## config.mk

```make
export PLATFORM = sky130hd
export DESIGN_NAME = seg_scan_display
export DESIGN_NICKNAME = d
export VERILOG_FILES = /design/src/rtl/seg_scan_display_pkg.sv /design/src/rtl/seg_scan_display_decode.sv /design/src/rtl/seg_scan_display.sv
export SDC_FILE = /design/constraint.sdc
export NUM_CORES = 1
export LEC_CHECK = 0
export CORE_MARGIN = 2
export CORE_UTILIZATION = 60
export DETAILED_ROUTE_END_ITERATION = 10
export PLACE_DENSITY = 0.83
export RECOVER_POWER = 50
export SLEW_MARGIN = 5
export SYNTH_ARGS = -nofsm -noshare
export SYNTH_HDL_FRONTEND = slang
export SYNTH_HIERARCHICAL = 1
export SYNTH_SLANG_ARGS = --single-unit
```

## constraint.sdc

```tcl
create_clock -name clock -period 6.01 [get_ports clock]
set_clock_uncertainty 0.15 [all_clocks]
set_input_delay 0.9015 -clock clock [delete_from_list [all_inputs] [get_ports clock]]
set_output_delay 0.9015 -clock clock [all_outputs]
set_load 0.01 [all_outputs]
```

## src/rtl/seg_scan_display_pkg.sv

```systemverilog
// Shared definitions for the seven-segment scan display: segment patterns,
// converter FSM states and the BCD nibble helper.
package seg_scan_display_pkg;

  localparam int NIB_W      = 4;
  localparam int BCD_DIGITS = 10;
  localparam int BCD_W      = NIB_W * BCD_DIGITS;

  // Active-low patterns, bit 6 = segment a ... bit 0 = segment g.
  localparam logic [6:0] SEG_0     = 7'b0000001;
  localparam logic [6:0] SEG_1     = 7'b1001111;
  localparam logic [6:0] SEG_2     = 7'b0010010;
  localparam logic [6:0] SEG_3     = 7'b0000110;
  localparam logic [6:0] SEG_4     = 7'b1001100;
  localparam logic [6:0] SEG_5     = 7'b0100100;
  localparam logic [6:0] SEG_6     = 7'b0100000;
  localparam logic [6:0] SEG_7     = 7'b0001111;
  localparam logic [6:0] SEG_8     = 7'b0000000;
  localparam logic [6:0] SEG_9     = 7'b0000100;
  localparam logic [6:0] SEG_DASH  = 7'b1111110;
  localparam logic [6:0] SEG_BLANK = 7'b1111111;

  typedef enum logic [1:0] {
    ST_IDLE   = 2'd0,
    ST_SHIFT  = 2'd1,
    ST_COMMIT = 2'd2
  } state_e;

  // Shift-add-3 correction applied to every nibble before each shift.
  function automatic logic [BCD_W-1:0] bcd_add3(input logic [BCD_W-1:0] bcd);
    logic [BCD_W-1:0] res;
    res = bcd;
    for (int k = 0; k < BCD_DIGITS; k++) begin
      if (bcd[k*NIB_W +: NIB_W] >= 4'd5) begin
        res[k*NIB_W +: NIB_W] = bcd[k*NIB_W +: NIB_W] + 4'd3;
      end else begin
        res[k*NIB_W +: NIB_W] = bcd[k*NIB_W +: NIB_W];
      end
    end
    return res;
  endfunction

endpackage

```

## src/rtl/seg_scan_display_decode.sv

```systemverilog
// Combinational BCD nibble to active-low seven-segment decoder.
module bcd_seg_decode
  import seg_scan_display_pkg::*;
(
  input  logic [NIB_W-1:0] nib_i,
  output logic [6:0]       seg_o
);

  // Values above 9 are not produced by the converter and show as blank.
  always_comb begin
    seg_o = SEG_BLANK;
    case (nib_i)
      4'd0:    seg_o = SEG_0;
      4'd1:    seg_o = SEG_1;
      4'd2:    seg_o = SEG_2;
      4'd3:    seg_o = SEG_3;
      4'd4:    seg_o = SEG_4;
      4'd5:    seg_o = SEG_5;
      4'd6:    seg_o = SEG_6;
      4'd7:    seg_o = SEG_7;
      4'd8:    seg_o = SEG_8;
      4'd9:    seg_o = SEG_9;
      default: seg_o = SEG_BLANK;
    endcase
  end

endmodule

```

## src/rtl/seg_scan_display.sv

```systemverilog
// Decimal display of a 32-bit word on a multiplexed common-anode bank:
// sequential binary-to-BCD conversion, atomic display register and digit scan.
module seg_scan_display
  import seg_scan_display_pkg::*;
#(
  parameter int DIGITS      = 4,
  parameter int REFRESH_DIV = 50000
) (
  input  logic              clock,
  input  logic              reset,
  input  logic [31:0]       value,
  output logic [6:0]        seg,
  output logic [DIGITS-1:0] an,
  output logic              busy,
  output logic              ovf
);

  localparam int DISP_W = NIB_W * DIGITS;
  localparam int REF_W  = (REFRESH_DIV > 1) ? $clog2(REFRESH_DIV) : 1;
  localparam int IDX_W  = (DIGITS > 1) ? $clog2(DIGITS) : 1;
  localparam logic [REF_W-1:0]  REF_LAST = REF_W'(REFRESH_DIV - 1);
  localparam logic [IDX_W-1:0]  IDX_LAST = IDX_W'(DIGITS - 1);
  localparam logic [DIGITS-1:0] AN_RST   = ~(DIGITS'(1));

  state_e              state_q, state_d;
  logic [31:0]         last_q, last_d;
  logic [31:0]         bin_q, bin_d;
  logic [BCD_W-1:0]    bcd_q, bcd_d;
  logic [5:0]          cnt_q, cnt_d;
  logic [DISP_W-1:0]   disp_q, disp_d;
  logic                ovf_q, ovf_d;
  logic                busy_q;
  logic [REF_W-1:0]    ref_q, ref_d;
  logic [IDX_W-1:0]    idx_q, idx_d;
  logic [6:0]          seg_q, seg_d;
  logic [DIGITS-1:0]   an_q, an_d;

  logic [BCD_W-1:0]    adj_s;
  logic [BCD_W+31:0]   shift_s;
  logic                hi_or_s;
  logic [NIB_W-1:0]    cur_nib_s;
  logic                upper_nz_s;
  logic [6:0]          dec_seg_s;

  assign adj_s   = bcd_add3(bcd_q);
  assign shift_s = {adj_s[BCD_W-2:0], bin_q, 1'b0};

  // Nibbles beyond the physical digit count flag an overflow.
  always_comb begin
    hi_or_s = 1'b0;
    for (int unsigned k = DIGITS; k < BCD_DIGITS; k++) begin
      hi_or_s = hi_or_s | (bcd_q[k*NIB_W +: NIB_W] != 4'd0);
    end
  end

  // Converter FSM: capture on change, 32 shift steps, then one commit cycle.
  always_comb begin
    state_d = state_q;
    last_d  = last_q;
    bin_d   = bin_q;
    bcd_d   = bcd_q;
    cnt_d   = cnt_q;
    disp_d  = disp_q;
    ovf_d   = ovf_q;
    case (state_q)
      ST_IDLE: begin
        if (value != last_q) begin
          last_d  = value;
          bin_d   = value;
          bcd_d   = '0;
          cnt_d   = 6'd0;
          state_d = ST_SHIFT;
        end else begin
          state_d = ST_IDLE;
        end
      end
      ST_SHIFT: begin
        bcd_d = shift_s[BCD_W+31:32];
        bin_d = shift_s[31:0];
        cnt_d = cnt_q + 6'd1;
        if (cnt_q == 6'd31) begin
          state_d = ST_COMMIT;
        end else begin
          state_d = ST_SHIFT;
        end
      end
      ST_COMMIT: begin
        disp_d  = bcd_q[DISP_W-1:0];
        ovf_d   = hi_or_s;
        state_d = ST_IDLE;
      end
      default: begin
        state_d = ST_IDLE;
      end
    endcase
  end

  // Refresh divider and digit index.
  always_comb begin
    ref_d = ref_q + REF_W'(1);
    idx_d = idx_q;
    if (ref_q == REF_LAST) begin
      ref_d = '0;
      if (idx_q == IDX_LAST) begin
        idx_d = '0;
      end else begin
        idx_d = idx_q + IDX_W'(1);
      end
    end else begin
      idx_d = idx_q;
    end
  end

  // Select the current nibble and detect any non-zero digit at or above it.
  always_comb begin
    cur_nib_s  = '0;
    upper_nz_s = 1'b0;
    for (int unsigned k = 0; k < DIGITS; k++) begin
      cur_nib_s  = (k == 32'(idx_q)) ? disp_q[k*NIB_W +: NIB_W] : cur_nib_s;
      upper_nz_s = upper_nz_s |
                   ((k >= 32'(idx_q)) && (disp_q[k*NIB_W +: NIB_W] != 4'd0));
    end
  end

  bcd_seg_decode u_dec (
    .nib_i (cur_nib_s),
    .seg_o (dec_seg_s)
  );

  // Overflow dash beats leading-zero blanking, which beats the digit itself.
  always_comb begin
    an_d = ~(DIGITS'(1) << idx_q);
    if (ovf_q) begin
      seg_d = SEG_DASH;
    end else if ((idx_q != '0) && !upper_nz_s) begin
      seg_d = SEG_BLANK;
    end else begin
      seg_d = dec_seg_s;
    end
  end

  // Converter and display register state.
  always_ff @(posedge clock or posedge reset) begin
    if (reset) begin
      state_q <= ST_IDLE;
      last_q  <= '0;
      bin_q   <= '0;
      bcd_q   <= '0;
      cnt_q   <= 6'd0;
      disp_q  <= '0;
      ovf_q   <= 1'b0;
      busy_q  <= 1'b0;
    end else begin
      state_q <= state_d;
      last_q  <= last_d;
      bin_q   <= bin_d;
      bcd_q   <= bcd_d;
      cnt_q   <= cnt_d;
      disp_q  <= disp_d;
      ovf_q   <= ovf_d;
      busy_q  <= (state_d != ST_IDLE);
    end
  end

  // Scan state and registered segment/anode drive.
  always_ff @(posedge clock or posedge reset) begin
    if (reset) begin
      ref_q <= '0;
      idx_q <= '0;
      seg_q <= SEG_0;
      an_q  <= AN_RST;
    end else begin
      ref_q <= ref_d;
      idx_q <= idx_d;
      seg_q <= seg_d;
      an_q  <= an_d;
    end
  end

  assign seg  = seg_q;
  assign an   = an_q;
  assign busy = busy_q;
  assign ovf  = ovf_q;

endmodule
```

==> impl_summary.md <==
STA
Setup repair after global routing left no endpoint under its margin. In this run the tightest slew margin relative to its limit is -3.47%. The share of the clock period used by the worst path is 69.1%. The final-report max-slew violation count is 35.

The total setup violations reported at the end of the flow is 0. The pin slew with the least headroom to its limit is 1.55 ns. Counting I/O delays and the setup requirement, the final critical path takes 4.15 ns. The highest attainable clock frequency is 241 MHz.

The total count of hold-check failures in the final report is 0. The final total negative setup slack is 0 ns.

Critical path
The biggest fanout along the worst timing path is 36. The number of gates on the worst path with buffers counted is 7. The kind of cell with the highest combined delay along the critical path is buffers and inverters. The startpoint of the worst-slack reg-to-reg timing path is state_q[1]. The arrival time at the worst endpoint is 4.33 ns. The worst setup path is captured at a flop. The critical path starts at state_q[1].

Together, buffers and inverters on the worst path number 3. The element type at the critical path start is a flop. The critical path ends at bcd_q[27].

The worst path required time is 6.18 ns. For this run, the slowest stage of the critical path takes 1.13 ns. The worst register-to-register path has a depth of 7. By startpoint and endpoint, the worst setup path is classified as flop to flop. The register-to-register setup slack is 1.86 ns. The worst register-to-register path ends at bcd_q[27].

Traced cell by cell, the critical path runs through clkbuf_1, inv_1, nand2_2, buf_4, or3_1, o311ai_0, a32o_1. For this design, the slowest cell found on the critical path is sky130_fd_sc_hd__clkbuf_1.

Placement
The routability congestion estimate is 0.854. After detailed placement, the total cell area comes to 9110 um2. Buffers placed on the I/O ports in this run total 46. The wire-length estimate of the detail-placed layout is 12.3 mm.

Die
The number of primary I/O pins is 47. The width of the die is 124 um. The floorplan step defined a die boundary enclosing 15300 um2. After floorplanning, the core was divided into 43 placement rows. The die is 124 um tall. The initial utilization of the core area, before any placement, comes to 61.5%. The area of the core is 13900 um2.

Clocking
TritonCTS built the clock tree. The maximum root-to-sink buffer count is 2. The insertion delay to the later sink of the worst-skew pair is 0.43 ns. The number of gates given a new drive strength after cts is 0.

The number of levels in the clock H-tree is 4. The clock root buffer is sky130_fd_sc_hd__clkbuf_16. The hold buffer count at CTS is 0. The total clock sinks is 159. After clock tree synthesis, the setup repair step added 0 buffers. The number of CTS-inserted buffers is 17. Clock-pin slew was measured on the worst setup and hold paths at 0.06 ns.

Power and ir drop
The worst IR drop on VDD is 0.235 mV. Summed over all cells, the static leakage comes to 4.16 nW. For this design the ratio of total power to cell area is 291 nW/um2.

Route
The first TritonRoute pass finished after 5 iterations. The detail route stage leaves a number of antenna-violating nets equal to 0. After detailed routing, the number of remaining DRC violations is 0.

The number of vias after detailed routing is 6627. The total routed wirelength is 18.9 mm. The initial DRC count is 579. The average vias per placed instance is 6.32. After detailed routing, the average wire length per cell comes to 18.0 um.

Final layout
The fraction of layout instances using a drive strength above 1 is 10.5%. The final layout contains 928 nets. The area of combinational cells with multiple inputs is 4120 um2.

The number of antenna diodes in the final layout is 0. The fill cell total of the finished layout is 999. The post-layout instance area is 9720 um2. The area added between synthesis and finish is 13.4%. The area taken by flip-flops and latches is 3980 um2.

Yosys
The most used flip-flop cell after synthesis is sky130_fd_sc_hd__dfrtp_1. Counting distinct cell types in the post-synthesis netlist gives 48. The flop and latch count out of synthesis is 159. Yosys printed 6 warnings. Counting flops with an async set or reset pin after synthesis yields a share of 100%. The number of instances in the synthesized netlist is 834. The synthesized design spends more area on one cell type than any other, namely sky130_fd_sc_hd__dfrtp_1. The number of enable flip-flop cells after synthesis is 0. Sequential elements use 46.5% of the synthesized area.

The synthesized cell area is 8580 um2. The average cell area after synthesis is 10.3 um2. The number of nets in the synthesized netlist is 906.

The fraction of synthesized cell area taken by the top area cell type is 45.2%. Sorting the synthesized cells by area gives the leading types as sky130_fd_sc_hd__dfrtp_1, sky130_fd_sc_hd__ha_1, sky130_fd_sc_hd__xor2_1, sky130_fd_sc_hd__a22o_1, sky130_fd_sc_hd__o21ai_0.

Outcome
The run finished, with violations left. The final reports fail on capacitance limit, slew limit.

Global routing
The combined global-route utilization of all metal layers is 26.6%. The number of antenna violations at the first check in global routing came to 0. The via count of the first global-routing pass is 6574.

The aggregate global routing overflow is 0. Entering global routing, the biggest net connects 106 pins. The wire length of the first global-routing pass is 32.0 mm.

Flow run
The max-capacitance violation count is 1.

Min path
The worst hold path stage count is 1. The worst min-delay path class is flop to flop.
synthesized netlist by cell type (all sizes together) (7+ instances only):
cell	n
nand2b	14
nor2	40
or3	17
o311ai	41
nand3	16
inv	63
nor3	7
and2	33
nor2b	12
o21ai	55
a22o	33
buf	17
a21oi	30
a31o	27
nand2	18
a22oi	31
ha	38
a211oi	9
dfrtp	155
and3	8
a32o	11
mux2	20
clkbuf	36
nor4	14
nor3b	7
xnor2	15
xor2	44
layer usage:
metal / GRT usage (%) / vias to the layer above / share of wire [%]
li1: - / 3073 / -
met4: 10.3 / 0 / 2.3
met3: 4.61 / 29 / 4.0
met2: 43.9 / 180 / 50
met1: 35.2 / 3345 / 44
met5: 0 / - / 0
report_power, final:
| group | leakage [nW] | internal (mW) | switching [mW] |
|---|---|---|---|
| clock network | 0.299 | 0.688 | 0.445 |
| logic | 1.91 | 0.242 | 0.231 |
| registers | 1.95 | 1.14 | 0.0815 |
how the worst min path moves through the flow:
stage	endpoint	slack (ns)	start
global route	ref_q[0]	0.33	ref_q[0]
floorplan	ref_q[0]	0.28	ref_q[0]
CTS	ref_q[0]	0.32	ref_q[0]
finish	ref_q[0]	0.32	ref_q[0]
global placement	ref_q[0]	0.29	ref_q[0]
detailed placement	ref_q[0]	0.31	ref_q[0]
cells in the final DEF (no fill, tap or decap), types with 17 or more instances in the layout:
| cell type | synthesis | layout |
|---|---|---|
| sky130_fd_sc_hd__clkdlybuf4s50_1 | 0 | 32 |
| sky130_fd_sc_hd__o311ai_1 | 29 | 29 |
| sky130_fd_sc_hd__ha_1 | 38 | 38 |
| sky130_fd_sc_hd__a22oi_1 | 31 | 31 |
| sky130_fd_sc_hd__inv_1 | 63 | 62 |
| sky130_fd_sc_hd__dfrtp_1 | 155 | 155 |
| sky130_fd_sc_hd__nor2_1 | 40 | 40 |
| sky130_fd_sc_hd__xor2_1 | 44 | 44 |
| sky130_fd_sc_hd__a31o_2 | 19 | 19 |
| sky130_fd_sc_hd__a21oi_1 | 29 | 29 |
| sky130_fd_sc_hd__o21ai_0 | 54 | 54 |
| sky130_fd_sc_hd__nand2_1 | 18 | 17 |
| sky130_fd_sc_hd__and2_1 | 33 | 33 |
| sky130_fd_sc_hd__a22o_1 | 33 | 33 |
| sky130_fd_sc_hd__or3_1 | 17 | 17 |
| sky130_fd_sc_hd__clkbuf_16 | 0 | 17 |
| sky130_fd_sc_hd__mux2_2 | 20 | 20 |
logic make-up (layout without fill, tap and decap cells):
family	count (synthesis)	after routing	share of synthesized area [%]
compound gates	245	245	21.0
xor+xnor	59	59	6.03
fa+ha+maj	38	38	5.54
buf+inv	116	150	5.68
flops	159	159	46.5
mux	20	20	2.63
simple gates	197	197	12.7
layout make-up:
| cell class | instances | share of cell area, % |
|---|---|---|
| Clock buffer | 20 | 4.80 |
| Clock inverter | 11 | 1.58 |
| Inverter | 63 | 2.48 |
| Multi-Input combinational cell | 559 | 42.4 |
| Sequential cell | 159 | 41.0 |
| Tap cell | 180 | 2.32 |
| Timing Repair Buffer | 56 | 5.43 |
worst reg2reg max path: stages (launching register included):
cell	delay, ns
sky130_fd_sc_hd__dfrtp_1	0.33
sky130_fd_sc_hd__clkbuf_1	1.13
sky130_fd_sc_hd__inv_1	0.63
sky130_fd_sc_hd__nand2_2	0.72
sky130_fd_sc_hd__buf_4	0.46
sky130_fd_sc_hd__or3_1	0.20
sky130_fd_sc_hd__o311ai_0	0.17
sky130_fd_sc_hd__a32o_1	0.26
registers in the layout (all words and copies together) (netlist names):
signal   cells
bcd_q       40
bin_q       32
last_q      32
disp_q      16
ref_q       16
seg          7
cnt_q        6
an           4
idx_q        2
state_q      2
busy         1
ovf          1
per-stage QoR:
stage / worst slack (ns) / instances / util (%) / hold slack (ns) / power (mW)
6_report: 1.86 / 1048 / 69.8 / 0.319 / 2.83
5_1_grt: 1.56 / 1048 / 69.8 / 0.332 / 2.96
4_1_cts: 2.36 / 1048 / 69.8 / 0.318 / 2.84
3_5_place_dp: 1.90 / 1017 / 65.4 / 0.310 / 1.70
3_3_place_gp: 1.99 / 1017 / 65.4 / 0.295 / 1.66
2_1_floorplan: 0.674 / 834 / - / 0.283 / 1.57
Power figures use the tool's default switching activity.
